File: src/rtl/addsub_feeder_if.sv
// addsub_feeder_if
// Command/issue bundle between an upstream command source, the addsub_feeder
// operand-issue stage, and the addsub unit it drives.
//
// Signals (names as seen from the feeder):
//   iVALID, oREADY          command handshake
//   iOPCODE                 0 = add, 1 = subtract
//   iDATAIN1, iDATAIN2      8-bit operands
//   iSTALL                  downstream not accepting; suppresses issue
//   iFLUSH                  discard all buffered commands
//   oOPCODE, oDATAIN1/2     registered issued command (to addsub)
//   oISSUE                  one-cycle strobe: new command on the outputs
//   oLEVEL                  FIFO occupancy, log2(DEPTH)+1 bits
//   oISSUED                 wrapping count of issued commands, CNTW bits
//
// Modports:
//   master  command source / downstream side (drives the i* signals)
//   slave   the feeder itself (drives the o* signals)

interface addsub_feeder_if #(
    parameter int unsigned DEPTH = 4,
    parameter int unsigned CNTW  = 16
);
    localparam int unsigned LW = $clog2(DEPTH) + 1;

    logic            iVALID;
    logic            oREADY;
    logic            iOPCODE;
    logic [7:0]      iDATAIN1;
    logic [7:0]      iDATAIN2;
    logic            iSTALL;
    logic            iFLUSH;
    logic            oOPCODE;
    logic [7:0]      oDATAIN1;
    logic [7:0]      oDATAIN2;
    logic            oISSUE;
    logic [LW-1:0]   oLEVEL;
    logic [CNTW-1:0] oISSUED;

    modport master (
        output iVALID, iOPCODE, iDATAIN1, iDATAIN2, iSTALL, iFLUSH,
        input  oREADY, oOPCODE, oDATAIN1, oDATAIN2, oISSUE, oLEVEL, oISSUED
    );

    modport slave (
        input  iVALID, iOPCODE, iDATAIN1, iDATAIN2, iSTALL, iFLUSH,
        output oREADY, oOPCODE, oDATAIN1, oDATAIN2, oISSUE, oLEVEL, oISSUED
    );
endinterface

File: src/rtl/addsub_feeder.sv
// addsub_feeder
// Operand-issue stage sitting directly in front of the addsub unit. Buffers
// {opcode, operand1, operand2} commands in a DEPTH-entry FIFO and issues them
// one per cycle as registered operands with a one-cycle oISSUE strobe,
// honouring a downstream stall and a flush. Keeps a wrapping count of issued
// commands.
//
// Ports:
//   iCLK  clock, all state updates on the rising edge
//   iRST  synchronous active-high reset, priority over everything
//   bus   addsub_feeder_if.slave carrying the handshake, operands, control
//         and status (see addsub_feeder_if for the signal list)
//
// Parameters:
//   DEPTH  FIFO entries, power of two, >= 2
//   CNTW   width of the issued-command counter

module addsub_feeder #(
    parameter int unsigned DEPTH = 4,
    parameter int unsigned CNTW  = 16
) (
    input  logic           iCLK,
    input  logic           iRST,
    addsub_feeder_if.slave bus
);

    localparam int unsigned PW = $clog2(DEPTH);
    localparam int unsigned LW = PW + 1;

    typedef enum logic [1:0] {
        IDLE = 2'd0,
        RUN  = 2'd1,
        HOLD = 2'd2
    } state_t;

    typedef struct packed {
        logic       op;
        logic [7:0] a;
        logic [7:0] b;
    } cmd_t;

    state_t          state_q,   state_d;
    logic [PW-1:0]   wr_ptr_q,  wr_ptr_d;
    logic [PW-1:0]   rd_ptr_q,  rd_ptr_d;
    logic [LW-1:0]   level_q,   level_d;
    cmd_t            mem_q [DEPTH];
    cmd_t            mem_d [DEPTH];
    cmd_t            out_q,     out_d;
    logic            issue_q,   issue_d;
    logic [CNTW-1:0] issued_q,  issued_d;

    logic full;
    logic empty;
    logic ready;
    logic push;
    logic pop;
    cmd_t in_cmd;

    assign full   = (level_q == LW'(DEPTH));
    assign empty  = (level_q == '0);
    // No full-bypass: a pop in the same cycle does not open the FIFO.
    assign ready  = !full;
    assign in_cmd = '{op: bus.iOPCODE, a: bus.iDATAIN1, b: bus.iDATAIN2};

    // Flush drops any concurrent push; issue only happens from RUN, so the
    // first edge after leaving IDLE or HOLD never issues.
    assign push = bus.iVALID && ready && !bus.iFLUSH;
    assign pop  = (state_q == RUN) && !empty && !bus.iSTALL && !bus.iFLUSH;

    always_comb begin
        state_d  = state_q;
        wr_ptr_d = wr_ptr_q;
        rd_ptr_d = rd_ptr_q;
        level_d  = level_q;
        mem_d    = mem_q;
        out_d    = out_q;
        issue_d  = 1'b0;
        issued_d = issued_q;

        if (push) begin
            mem_d[wr_ptr_q] = in_cmd;
        end

        if (bus.iFLUSH) begin
            // Operand outputs and the issue count are left untouched.
            wr_ptr_d = '0;
            rd_ptr_d = '0;
            level_d  = '0;
            state_d  = IDLE;
        end else begin
            if (push) begin
                wr_ptr_d = wr_ptr_q + PW'(1);
            end
            if (pop) begin
                rd_ptr_d = rd_ptr_q + PW'(1);
                out_d    = mem_q[rd_ptr_q];
                issue_d  = 1'b1;
                issued_d = issued_q + CNTW'(1);
            end
            case ({push, pop})
                2'b10:   level_d = level_q + LW'(1);
                2'b01:   level_d = level_q - LW'(1);
                default: level_d = level_q;
            endcase

            case (state_q)
                IDLE: begin
                    if (push) begin
                        state_d = RUN;
                    end
                end
                RUN: begin
                    if (bus.iSTALL && !empty) begin
                        state_d = HOLD;
                    end else if (pop && (level_q == LW'(1)) && !push) begin
                        state_d = IDLE;
                    end
                end
                HOLD: begin
                    if (!bus.iSTALL) begin
                        state_d = RUN;
                    end
                end
                default: state_d = IDLE;
            endcase
        end
    end

    always_ff @(posedge iCLK) begin
        if (iRST) begin
            state_q  <= IDLE;
            wr_ptr_q <= '0;
            rd_ptr_q <= '0;
            level_q  <= '0;
            out_q    <= '0;
            issue_q  <= 1'b0;
            issued_q <= '0;
        end else begin
            state_q  <= state_d;
            wr_ptr_q <= wr_ptr_d;
            rd_ptr_q <= rd_ptr_d;
            level_q  <= level_d;
            out_q    <= out_d;
            issue_q  <= issue_d;
            issued_q <= issued_d;
        end
    end

    // Storage needs no reset: entries are only read after being written.
    always_ff @(posedge iCLK) begin
        mem_q <= mem_d;
    end

    assign bus.oREADY   = ready;
    assign bus.oOPCODE  = out_q.op;
    assign bus.oDATAIN1 = out_q.a;
    assign bus.oDATAIN2 = out_q.b;
    assign bus.oISSUE   = issue_q;
    assign bus.oLEVEL   = level_q;
    assign bus.oISSUED  = issued_q;

endmodule

File: src/flat_wrapper.sv
// flat-port wrapper written by rule: the top's interface ports become plain ports
module addsub_feeder_flat 
#(
    parameter int unsigned DEPTH = 4,
    parameter int unsigned CNTW  = 16
)
  (iCLK, iRST, bus_iVALID, bus_iOPCODE, bus_iDATAIN1, bus_iDATAIN2, bus_iSTALL, bus_iFLUSH, bus_oREADY, bus_oOPCODE, bus_oDATAIN1, bus_oDATAIN2, bus_oISSUE, bus_oLEVEL, bus_oISSUED);
  addsub_feeder_if #(.DEPTH(DEPTH), .CNTW(CNTW)) bus_i ();
  input  logic iCLK;
  input  logic iRST;
  input wire logic [$bits(bus_i.iVALID)-1:0] bus_iVALID;
  input wire logic [$bits(bus_i.iOPCODE)-1:0] bus_iOPCODE;
  input wire logic [$bits(bus_i.iDATAIN1)-1:0] bus_iDATAIN1;
  input wire logic [$bits(bus_i.iDATAIN2)-1:0] bus_iDATAIN2;
  input wire logic [$bits(bus_i.iSTALL)-1:0] bus_iSTALL;
  input wire logic [$bits(bus_i.iFLUSH)-1:0] bus_iFLUSH;
  output wire logic [$bits(bus_i.oREADY)-1:0] bus_oREADY;
  output wire logic [$bits(bus_i.oOPCODE)-1:0] bus_oOPCODE;
  output wire logic [$bits(bus_i.oDATAIN1)-1:0] bus_oDATAIN1;
  output wire logic [$bits(bus_i.oDATAIN2)-1:0] bus_oDATAIN2;
  output wire logic [$bits(bus_i.oISSUE)-1:0] bus_oISSUE;
  output wire logic [$bits(bus_i.oLEVEL)-1:0] bus_oLEVEL;
  output wire logic [$bits(bus_i.oISSUED)-1:0] bus_oISSUED;
  assign bus_i.iVALID = bus_iVALID;
  assign bus_i.iOPCODE = bus_iOPCODE;
  assign bus_i.iDATAIN1 = bus_iDATAIN1;
  assign bus_i.iDATAIN2 = bus_iDATAIN2;
  assign bus_i.iSTALL = bus_iSTALL;
  assign bus_i.iFLUSH = bus_iFLUSH;
  assign bus_oREADY = bus_i.oREADY;
  assign bus_oOPCODE = bus_i.oOPCODE;
  assign bus_oDATAIN1 = bus_i.oDATAIN1;
  assign bus_oDATAIN2 = bus_i.oDATAIN2;
  assign bus_oISSUE = bus_i.oISSUE;
  assign bus_oLEVEL = bus_i.oLEVEL;
  assign bus_oISSUED = bus_i.oISSUED;
  addsub_feeder #(.DEPTH(DEPTH), .CNTW(CNTW)) u_core (.iCLK(iCLK), .iRST(iRST), .bus(bus_i));
endmodule
File: config.mk
export PLATFORM = sky130hd
export DESIGN_NAME = addsub_feeder_flat
export DESIGN_NICKNAME = d
export VERILOG_FILES = /design/src/rtl/addsub_feeder_if.sv /design/src/rtl/addsub_feeder.sv /design/src/flat_wrapper.sv
export SDC_FILE = /design/constraint.sdc
export NUM_CORES = 1
export LEC_CHECK = 0
export BUFFER_PORTS_ARGS = -buffer_cell sky130_fd_sc_hd__buf_2
export CAP_MARGIN = 20
export CORE_UTILIZATION = 47
export CTS_CLUSTER_DIAMETER = 100
export DETAILED_ROUTE_END_ITERATION = 12
export GPL_ROUTABILITY_DRIVEN = 0
export PLACE_DENSITY = 0.67
export SYNTH_ARGS = -nofsm -noshare
export SYNTH_HDL_FRONTEND = slang
export SYNTH_SLANG_ARGS = --single-unit
File: constraint.sdc
create_clock -name iCLK -period 2.8 [get_ports iCLK]
set_clock_uncertainty 0.2 [all_clocks]
set_input_delay 0 -clock iCLK [delete_from_list [all_inputs] [get_ports iCLK]]
set_output_delay 0 -clock iCLK [all_outputs]
set_load 0.005 [all_outputs]
# == Yosys cells after proc, flatten, opt, wreduce, memory -nomap -nowiden ==
# Index checks and enable logic that the tools add are counted.
# word_totals
regBits,111
latchBits,0
mem_bits_rw,0
romBits,0
inputBits,22
output_inout_bits,38
elab_cells,74
n_memories,0
# op_classes
addsub,5
multipliers,0
div,0
magnitude_cmp,3
eq_ne,9
shift,0
muxes,13
bitwise,3
reduce_logical,20
# ops
op,count
bitwise mux 68 bit,1
two-way mux 17 bit,3
binary-select mux 17 bit (select 2 bit),1
demux 17 bit (select 2 bit),1
"adder 16 x 1 -> 16 bit, second input constant",1
logical AND 1 bit,9
two-way mux 2 bit,4
"greater-or-equal comparator 3 bit, second input constant",2
inverter 2 -> 3 bit,2
case mux 2 bit (3 select lines),1
case mux 3 bit (2 select lines),1
logical NOT 1 bit,5
"adder 2 x 1 -> 2 bit, second input constant",2
"equality test 2 x 1 -> 1 bit, second input constant",2
"equality test 2 bit, second input constant",2
"adder 3 x 1 -> 3 bit, second input constant",1
"equality test 3 x 1 -> 1 bit, second input constant",1
"equality test 3 bit, second input constant",1
logical NOT 3 bit,1
"< comparator 3 x 1 -> 1 bit, second input constant",1
"!= test 3 bit, second input constant",1
AND reduction 3 bit,1
"subtractor 3 x 1 -> 3 bit, second input constant",1
logical NOT 2 bit,1
7 further kinds,7

# == Logic depth before layout (Yosys ltp) ==
# Gate-level depths: netlist of the first run.
# depth
depth_word,10
depth_mapped,11
depth_no_buf,9

# == Worst setup path after synthesis of the first run ==
# No wires, ideal clock.
# synth_path
kind,register -> register
from,"reg u_core.level_q[0], in the netlist u_core.bus.oLEVEL[0]"
to,"reg u_core.level_q[2], in the netlist u_core.bus.oLEVEL[2]"
setup_ns,0.070
arrival_time_ns,2.127
t_required_ns,2.530
path_slack_ns,0.403
stages_incl_launch_ff,11
n_path_buf,2
period_less_slack_ns,2.397
path_cell_list,dfxtp_1 inv_1 ha_1 nand2b_1 buf_2 nand2_1 inv_1 buf_2 ha_1 or3_1 a21oi_1
# synth_via
elab_chain_cells,7
elab_cells_between_ends,15
classes_between,2 x add/sub; 3 x eq/ne; 1 x mux; 9 x reduce/logical
# synth_rtl
item,line,text
"start, declared",addsub_feeder.sv:45,"logic [LW-1:0] level_q, level_d;"
"start signal, assigned",addsub_feeder.sv:142,level_q <= level_d;
logical NOT 3 bit (*),addsub_feeder.sv:60,assign empty = (level_q == '0);
logical NOT 1 bit (*),addsub_feeder.sv:68,assign pop = (state_q == RUN) && !empty && !bus.iSTALL && !bus.iFLUSH;
logical AND 1 bit (*) (3 in a row),addsub_feeder.sv:68,
named net u_core.pop,addsub_feeder.sv:56,logic pop;
equality test 2 x 1 -> 1 bit / equality test 2 bit (equally long branches),addsub_feeder.sv:100,"case ({push, pop})"
case mux 3 bit (2 select lines) / nonzero test 2 bit (equally long branches),n/a,
# Mark *: on every way through the listed nets, which the timed path passes. The rest lies on a longest branch.
# A chain may end at the register's enable or synchronous reset.

# == Worst setup path after layout of the first run ==
# layout_path
from,"reg u_core.level_q[0], in the netlist u_core.bus.oLEVEL[0]"
to,"reg u_core.level_q[2], in the netlist u_core.bus.oLEVEL[2]"
# layout_via
elab_chain_cells,7
elab_cells_between_ends,15
classes_between,2 x add/sub; 3 x eq/ne; 1 x mux; 9 x reduce/logical
# layout_rtl
item,line
logical NOT 3 bit,addsub_feeder.sv:60
logical NOT 1 bit,addsub_feeder.sv:68
logical AND 1 bit (3 in a row),addsub_feeder.sv:68
equality test 2 x 1 -> 1 bit / equality test 2 bit (equally long branches),addsub_feeder.sv:100
case mux 3 bit (2 select lines) / nonzero test 2 bit (equally long branches),n/a
# Several ways; a longest one is shown, not always the timed one.

==> results of run 1 <==
==> routing by layer <==
| layer | up-vias | wire length (um) | global-route usage, % |
|---|---|---|---|
| met2 | 66 | 4070 | 31.0 |
| met4 | 0 | 93 | 5.97 |
| li1 | 1329 | - | - |
| met1 | 1347 | 3840 | 23.4 |
| met5 | - | 0 | 0 |
| met3 | 9 | 288 | 2.51 |
==> per-stage QoR <==
step	worst slack [ps]	cell area [um2]
finish	389	5210
global route	226	5210
detailed placement	398	4800
floorplan	403	4360
global placement	499	4800
CTS	386	5210
==> flip-flops by register name, summed over array words and instances, names as in the netlist <==
name	cells
u_core.bus.oDATAIN1	8
u_core.bus.oDATAIN2	8
u_core.bus.oISSUE	1
u_core.bus.oISSUED	16
u_core.bus.oLEVEL	3
u_core.bus.oOPCODE	1
u_core.mem_q	68
u_core.rd_ptr_q	2
u_core.state_q	2
u_core.wr_ptr_q	2
==> worst max-delay path: stages, from the launching register on <==
cell	delay, ps
dfxtp_1	420
inv_1	90
ha_1	230
a21bo_2	250
nor2_1	250
inv_1	80
ha_1	340
or3_1	360
a21oi_1	130
==> cell type report <==
type	instances	area, um2	share of cell area, %
clock buffers	9	124	2.38
clock inverters	7	57.6	1.10
inverters	9	33.8	0.648
multi-input cells	180	1360	26.1
flip-flops and latches	111	2900	55.7
well taps	108	135	2.59
repair buffers	92	601	11.5
==> report_power, final <==
group	total [W]	switching (W)	internal, W
Combinational	0.000116	0.0000605	0.0000554
Sequential	0.00176	0.00000644	0.00175
Clock	0.000879	0.000542	0.000337
==> worst max path at each step <==
stage                          from              endpoint  depth (start not counted)
3_5_place_dp   u_core.bus.oLEVEL[0]  u_core.bus.oLEVEL[2]                          8
3_3_place_gp   u_core.bus.oLEVEL[0]  u_core.bus.oLEVEL[2]                          8
6_report       u_core.bus.oLEVEL[0]  u_core.bus.oLEVEL[2]                          8
4_1_cts        u_core.bus.oLEVEL[0]  u_core.bus.oLEVEL[2]                          8
5_1_grt        u_core.bus.oLEVEL[0]  u_core.bus.oLEVEL[2]                          8
2_1_floorplan  u_core.bus.oLEVEL[0]  u_core.bus.oLEVEL[2]                         10
==> timing repair <==
| item | 4_1_cts | 5_1_grt |
|---|---|---|
| buffers inserted | 0 | 0 |
| hold buffers | 23 | 0 |
| hold endpoints to repair | 85 | 0 |
==> cells by family (layout without fill, tap and decap cells) <==
logic type | after synthesis | after routing | synth area share (%)
flip-flops | 111 | 111 | 66.6
AND/OR/NAND/NOR | 97 | 97 | 11.4
AO/OA/AOI/OAI | 43 | 43 | 5.45
buffers and inverters | 24 | 117 | 2.24
multiplexers | 18 | 18 | 9.01
XOR/XNOR | 12 | 12 | 2.41
adder cells (fa/ha/maj) | 10 | 10 | 2.87
==> cells in the final DEF, fill, tap and decap left out, types with 2 or more instances in the layout <==
cell           netlist  final
dlygate4sd3_1        0     23
mux4_2              17     17
dfxtp_1             43     43
edfxtp_1            68     68
or2_2                2      2
buf_2                6     59
inv_8                0      2
a21oi_1             31     31
nand4_1              6      6
clkbuf_8             0      9
o21ai_0              4      4
xor2_1               9      9
nand2_1             43     43
and2_1               5      5
and3_1               2      2
or3_1                4      4
ha_1                10     10
o31ai_1              5      5
or4_1                5      5
nor2_1              15     15
clkinv_4             0      3
inv_1                9      9
nand3_1              6      6
xnor2_1              3      3
buf_4                0     10
==> run_results.csv, run 1 <==
group,metric,value,unit
cts,cts_buffers,9,
sta,relSlewSlack,51.5,%
sta,hold_viol,0,
floorplanning,die_h,98.3,um
cts,cts_sinks,111,
floorplanning,io_pins,60,
critical_path,timing.rr.end,"u_core.bus.oLEVEL[2]",
pwr,ir_drop,0.291,mV
routing,dr.pass1.iters,11,
final_layout,area_growth,19.6,%
routing,drc,3,
synthesis,ys.flop_type,"edfxtp_1",
critical_path,r2r_slack,390,ps
synthesis,synth-async-reset-ratio,0,%
cts,cts_resized,0,
global_routing,grt_pass1_wl,13200,um
synthesis,yosys_warnings,0,
floorplanning,core,8850,um2
routing,wl,8300,um
critical_path,worstPathArrival,2510,ps
min_path,min_from,"bus_iOPCODE",
cts,path_clk_slew,110,ps
synthesis,yosysTopAreaCellShare,46.8,%
synthesis,yosysMostFrequentCell,"edfxtp_1",
sta,period_needed,2410,ps
critical_path,r2r-start,"u_core.bus.oLEVEL[0]",
synthesis,synth.avg_cell_area,13.8,um2
min_path,whs_endpoint,"u_core.mem_q[50]",
sta,layout_worst_path_cycle_share,86.1,%
sta,setup_viol,0,
sta,fmax,0.415,GHz
synthesis,ys_ff_latch,111,
global_routing,track_usage,17.9,%
sta,finalMaxSlewViolations,0,
critical_path,crit_path_max_fanout,5,
global_routing,antenna_found_initial,0,
min_path,hold_depth,2,
placed_design,io_buffers,59,
sta,finalSetupTns,0,ps
synthesis,synth_top_cell_by_area,"edfxtp_1",
placed_design,dp_hpwl,5140,um
synthesis,synthesis.area,4360,um2
synthesis,synthTopCellsByArea,"edfxtp_1, dfxtp_1, mux4_2",
routing,drt-initial-drc-count,147,
synthesis,synth_edf_count,68,
routing,avgViaCountPerCell,5.33,
pwr,power,0.00275,W
global_routing,overflow,0,
critical_path,reg2regPathDepth,8,
critical_path,critPathRequiredTime,2900,ps
cts,cts.root.buffer_cell,"clkbuf_8",
synthesis,yosysSeqAreaShare,66.6,%
min_path,hp-class,"in -> reg",
floorplanning,initial_core_util,49.3,%
routing,via_count,2751,
cts,clock_latency,350,ps
final_layout,nets,435,
cts,cts_tree,"done",
placed_design,dp_cells,477,
final_layout,num-fill-cells,726,
cts,cts_max_path_buffers,2,
sta,whs,194,ps
final_layout,drive_gt1_share,26.2,%
sta,tightest_slew,727,ps
final_layout,final_util,58.9,%
outcome,violations,"design-rule violations",
global_routing,grt_max_degree,36,
final_layout,stdcell_count,516,
floorplanning,rows,34,
pwr,leakagePower,1.89,nW
pwr,pwr_density_cell,528,nW/um2
synthesis,synthTopCellsByCount,"edfxtp_1, dfxtp_1, nand2_1",
sta,rsz0062_at_grt,"false",
floorplanning,die_w,98.3,um
cts,cts_htree_levels,3,
critical_path,worstSetupPathType,"reg -> reg",
floorplanning,dieArea,9660,um2
critical_path,startpoint_type,"flip-flop",
job,drv_cap,0,
synthesis,postSynthCellCount,315,
synthesis,synthesis.nets,347,
synthesis,yosysUniqueCellTypes,35,
routing,wl_per_cell,16.1,um
outcome,status,"complete, but fails checks",
routing,drtAntennaViolNets,0,
final_layout,antennaDiodeCount,0,
global_routing,first_global_vias,2648,
critical_path,crit_path_end_kind,"flip-flop",
No activity file was read; power rests on OpenSTA's default activity.
==> run 2, diff against run 1 <==
- CORE_UTILIZATION: 47 -> 45
- HOLD_SLACK_MARGIN: not set -> 0.06
- PLACE_DENSITY: 0.67 -> not set
- SKIP_CTS_REPAIR_TIMING: not set -> 1
==> run 2 against run 1 <==
Net effect:
- the run now ends clean
- final area up 0.17%
- utilization shrank 2.9 points
- worst setup slack gained 6.7 ps
- die area up 4.3%
- sequential power about the same
- wire length down 2.0%
- worst hold slack got worse by 12 ps
- global-route usage fell by 0.84 points
- largest power group unchanged
- cell count rose by 3.9%
==> run_results.csv, run 2 (synthesis gave the netlist of run 1 again) <==
group,metric,value,unit
routing,dr.pass1.iters,4,
sta,layout_worst_path_cycle_share,85.9,%
outcome,status,"completed",
cts,clock_latency,360,ps
routing,drt-initial-drc-count,90,
floorplanning,die_w,100,um
floorplanning,rows,35,
placed_design,io_buffers,59,
cts,cts_buffers,9,
final_layout,antennaDiodeCount,0,
sta,fmax,0.416,GHz
critical_path,crit_path_max_fanout,5,
pwr,ir_drop,0.321,mV
global_routing,overflow,0,
cts,cts_htree_levels,3,
final_layout,layout_common_cells,"edfxtp_1, buf_2, nand2_1, dfxtp_1, a21oi_1",
sta,hold_viol,0,
routing,wl_per_cell,15.2,um
critical_path,crit_path_end_kind,"flip-flop",
cts,cts.root.buffer_cell,"clkbuf_8",
cts,cts_sinks,111,
placed_design,pre_cts_slack,439,ps
floorplanning,initial_core_util,46.7,%
final_layout,nets,435,
critical_path,worstPathArrival,2500,ps
cts,path_clk_slew,100,ps
sta,relSlewSlack,51.6,%
routing,drc,0,
job,drv_cap,0,
pwr,leakagePower,1.87,nW
routing,via_count,2700,
sta,rsz0062_at_grt,"false",
floorplanning,io_pins,60,
critical_path,startpoint_type,"flip-flop",
final_layout,drive_gt1_share,25.8,%
sta,tightest_slew,726,ps
floorplanning,die_h,100,um
critical_path,worstSetupPathType,"reg -> reg",
final_layout,final_common_cell,"edfxtp_1",
global_routing,grt_max_degree,36,
final_layout,area_growth,19.8,%
sta,setup_viol,0,
routing,wl,8140,um
global_routing,antenna_found_initial,0,
critical_path,critPathRequiredTime,2900,ps
sta,finalSetupTns,0,ps
floorplanning,dieArea,10100,um2
cts,cts_tree,"done",
routing,avgViaCountPerCell,5.04,
global_routing,grt_pass1_wl,12600,um
final_layout,top_register,"u_core.mem_q",
sta,fin_ws,395,ps
sta,finalMaxSlewViolations,0,
global_routing,first_global_vias,2439,
global_routing,track_usage,17.1,%
min_path,hp-class,"in -> reg",
pwr,pwr_density_cell,520,nW/um2
floorplanning,core,9330,um2
cts,cts_max_path_buffers,2,
placed_design,dp_hpwl,4990,um
sta,period_needed,2400,ps
routing,drtAntennaViolNets,0,
final_layout,largest_reg_flops,68,
[run 2: changes by cell type in the layout (fill, tap and decap cells not counted)]
cell,change
clkinv_4,-2
clkinv_1,-1
clkbuf_1,+2
clkinv_2,-1
inv_6,+1
clkinvlp_4,+2
inv_8,-2
[run 2: cell type report]
type	count	area, um2
clock inverter	4	32.5
timing repair buffer	92	601
tap	129	161
multi-input combinational	180	1360
sequential	111	2900
inverter	9	33.8
clock buffer	11	131
fill	796	4110
[run 2: worst paths after layout]
path	slack, ps	to	start	depth (start not counted)
min	180	u_core.mem_q[25]	bus_iDATAIN1[0]	2
max reg2reg	400	u_core.bus.oLEVEL[2]	u_core.bus.oLEVEL[0]	8
max	400	u_core.bus.oLEVEL[2]	u_core.bus.oLEVEL[0]	8
min reg2reg	260	u_core.bus.oDATAIN1[3]	u_core.bus.oDATAIN1[3]	2
[run 2: metal layers]
metal  global-route usage, %  wire, um  vias to the layer above  share of wire (%)
met5                       0         0                        -                  0
met4                    6.35       126                        0                1.5
met3                    3.55       283                        9                3.5
met2                    27.5      3870                       58                 48
met1                    23.0      3850                     1308                 47
li1                        -         -                     1325                  -
[run 2: power breakdown]
part           leakage, nW  internal (W)  total [W]  switching (W)
logic                0.828     0.0000555   0.000115      0.0000595
clock network       0.0760      0.000325   0.000844       0.000519
registers            0.964       0.00175    0.00176     0.00000615
[run 2: metrics by stage]
stage          power [W]  util, %  std cells  instance area, um2  hold WS [ps]
3_5_place_dp     0.00189     51.8        498                4830          19.6
3_3_place_gp     0.00189     51.8        498                4830          14.9
2_1_floorplan    0.00184        -        315                4360          -101
5_1_grt          0.00282     56.0        536                5220           175
6_report         0.00272     56.0        536                5220           183
4_1_cts          0.00273     53.5        513                4990          -375
[run 2: critical path, cell delays in order (launching register included)]
cell	delay [ps]
dfxtp_1	420
inv_1	90
ha_1	240
a21bo_2	260
nor2_1	220
inv_1	80
ha_1	340
or3_1	360
a21oi_1	140
==> run 3, diff against run 2 <==
- PLACE_DENSITY: not set -> 0.64
==> run 3 against run 2 <==
Net effect:
- utilization up 0.47 points
- maximum frequency up 0.34%
- sequential power about the same
- register-to-register slack about the same
- critical endpoint unchanged
- sequential share of layout area down 0.46 points
- cell count up 0.19%
- flip-flop and latch count unchanged
- die area unchanged
- final area up 0.84%
- global-route usage up 0.23 points
==> run_results.csv, run 3 (synthesis gave the netlist of run 1 again) <==
group,metric,value,unit
outcome,status,"completed",
pwr,pwr_density_cell,537,nW/um2
floorplanning,initial_core_util,46.7,%
placed_design,pre_cts_slack,420,ps
floorplanning,die_h,100,um
final_layout,antennaDiodeCount,0,
sta,setup_viol,0,
sta,finalMaxSlewViolations,0,
pwr,leakagePower,1.90,nW
final_layout,largest_reg_flops,68,
critical_path,path_delay_family,"adder cells",
critical_path,reg2regPathDepth,8,
global_routing,track_usage,17.3,%
sta,relSlewSlack,53.3,%
min_path,hold_depth,2,
sta,fin_ws,404,ps
critical_path,path_cells,"inv_1 -> ha_1 -> a21bo_2 -> nor2_1 -> inv_1 -> ha_1 -> or3_1 -> a21oi_1",
min_path,min_from,"bus_iDATAIN2[2]",
final_layout,layout_common_cells,"edfxtp_1, buf_2, nand2_1, dfxtp_1, a21oi_1",
cts,cts_tree,"done",
critical_path,slowest_delay,450,ps
floorplanning,core,9330,um2
sta,fmax,0.417,GHz
min_path,whs_endpoint,"u_core.mem_q[19]",
placed_design,io_buffers,59,
cts,clock_latency,370,ps
global_routing,first_global_vias,2559,
final_layout,nets,435,
routing,drc,0,
critical_path,critPathRequiredTime,2910,ps
floorplanning,die_w,100,um
floorplanning,io_pins,60,
sta,finalSetupTns,0,ps
routing,drtAntennaViolNets,0,
sta,layout_worst_path_cycle_share,85.6,%
final_layout,multi_input_area,1360,um2
routing,dr.pass1.iters,4,
global_routing,antenna_found_initial,0,
global_routing,overflow,0,
sta,hold_viol,0,
global_routing,grt_pass1_wl,13100,um
final_layout,top_register,"u_core.mem_q",
sta,period_needed,2400,ps
routing,via_count,2736,
final_layout,drive_gt1_share,26.5,%
cts,cts.root.buffer_cell,"clkbuf_8",
routing,wl_per_cell,15.2,um
critical_path,worstSetupPathType,"reg -> reg",
critical_path,crit_path_end_kind,"flip-flop",
sta,tightest_slew,700,ps
floorplanning,rows,35,
critical_path,startpoint_type,"flip-flop",
critical_path,timing.rr.end,"u_core.bus.oLEVEL[2]",
critical_path,setup.worst_path.start,"u_core.bus.oLEVEL[0]",
floorplanning,dieArea,10100,um2
sta,rsz0062_at_grt,"false",
final_layout,final_common_cell,"edfxtp_1",
critical_path,r2r_slack,400,ps
routing,drt-initial-drc-count,95,
global_routing,grt_max_degree,36,
routing,avgViaCountPerCell,5.09,
cts,cts_htree_levels,3,
final_layout,num-fill-cells,787,
pwr,ir_drop,0.388,mV
critical_path,crit_path_max_fanout,5,
min_path,hp-class,"in -> reg",
critical_path,worstPathArrival,2510,ps
cts,path_clk_slew,110,ps
critical_path,r2r-start,"u_core.bus.oLEVEL[0]",
cts,cts_sinks,111,
critical_path,cp_slowest_cell,"dfxtp_1",
cts,cts_buffers,9,
job,drv_cap,0,
critical_path,crit_buf_inv,2,
final_layout,area_growth,20.8,%
placed_design,dp_hpwl,5080,um
routing,wl,8170,um
final_layout,ff_latch_area,2900,um2
cts,cts_max_path_buffers,2,
[run 3: worst register-to-register path: cells and delay by family (launching register included)]
family,cells,cell delay (ps)
adders and majority gates,2,580
and+or+nand+nor,2,570
DFF,1,450
AOI/OAI and AO/OA,2,380
buffers and inverters,2,170
[run 3: per-layer routing]
metal	vias to the layer above	global-route usage (%)	wire, um
met5	-	0	0
met4	0	5.02	63
met3	4	3.83	247
met2	56	29.6	4150
met1	1342	22.2	3720
li1	1334	-	-
[run 3: worst max path at each step]
stage,endpoint,slack [ps],cells after the start
floorplan,u_core.bus.oLEVEL[2],400,10
global placement,u_core.bus.oLEVEL[2],480,8
detailed placement,u_core.bus.oLEVEL[2],420,8
CTS,u_core.bus.oLEVEL[2],420,8
global route,u_core.bus.oLEVEL[2],180,8
finish,u_core.bus.oLEVEL[2],400,8
[run 3: metrics by stage]
stage | total power (W) | instances | utilization, % | instance area, um2 | hold WS [ps]
after CTS | 0.00284 | 514 | 54.0 | 5030 | -380
after detailed placement | 0.00189 | 498 | 51.8 | 4830 | 21.3
after global placement | 0.00188 | 498 | 51.8 | 4830 | 14.2
after floorplan | 0.00184 | 315 | - | 4360 | -101
after global routing | 0.00293 | 537 | 56.4 | 5270 | 165
final | 0.00283 | 537 | 56.4 | 5270 | 179
[run 3: cell type report]
| cell class | instances | share of cell area [%] |
|---|---|---|
| Clock inverter | 6 | 1.33 |
| Sequential cell | 111 | 55.1 |
| Multi-Input combinational cell | 180 | 25.8 |
| Inverter | 9 | 0.642 |
| Timing Repair Buffer | 92 | 11.4 |
| Tap cell | 129 | 3.07 |
| Clock buffer | 10 | 2.61 |
[run 3: power by group]
part / internal [W] / switching (W)
Combinational: 0.0000554 / 0.0000589
Sequential: 0.00175 / 0.00000654
Clock: 0.000379 / 0.000576
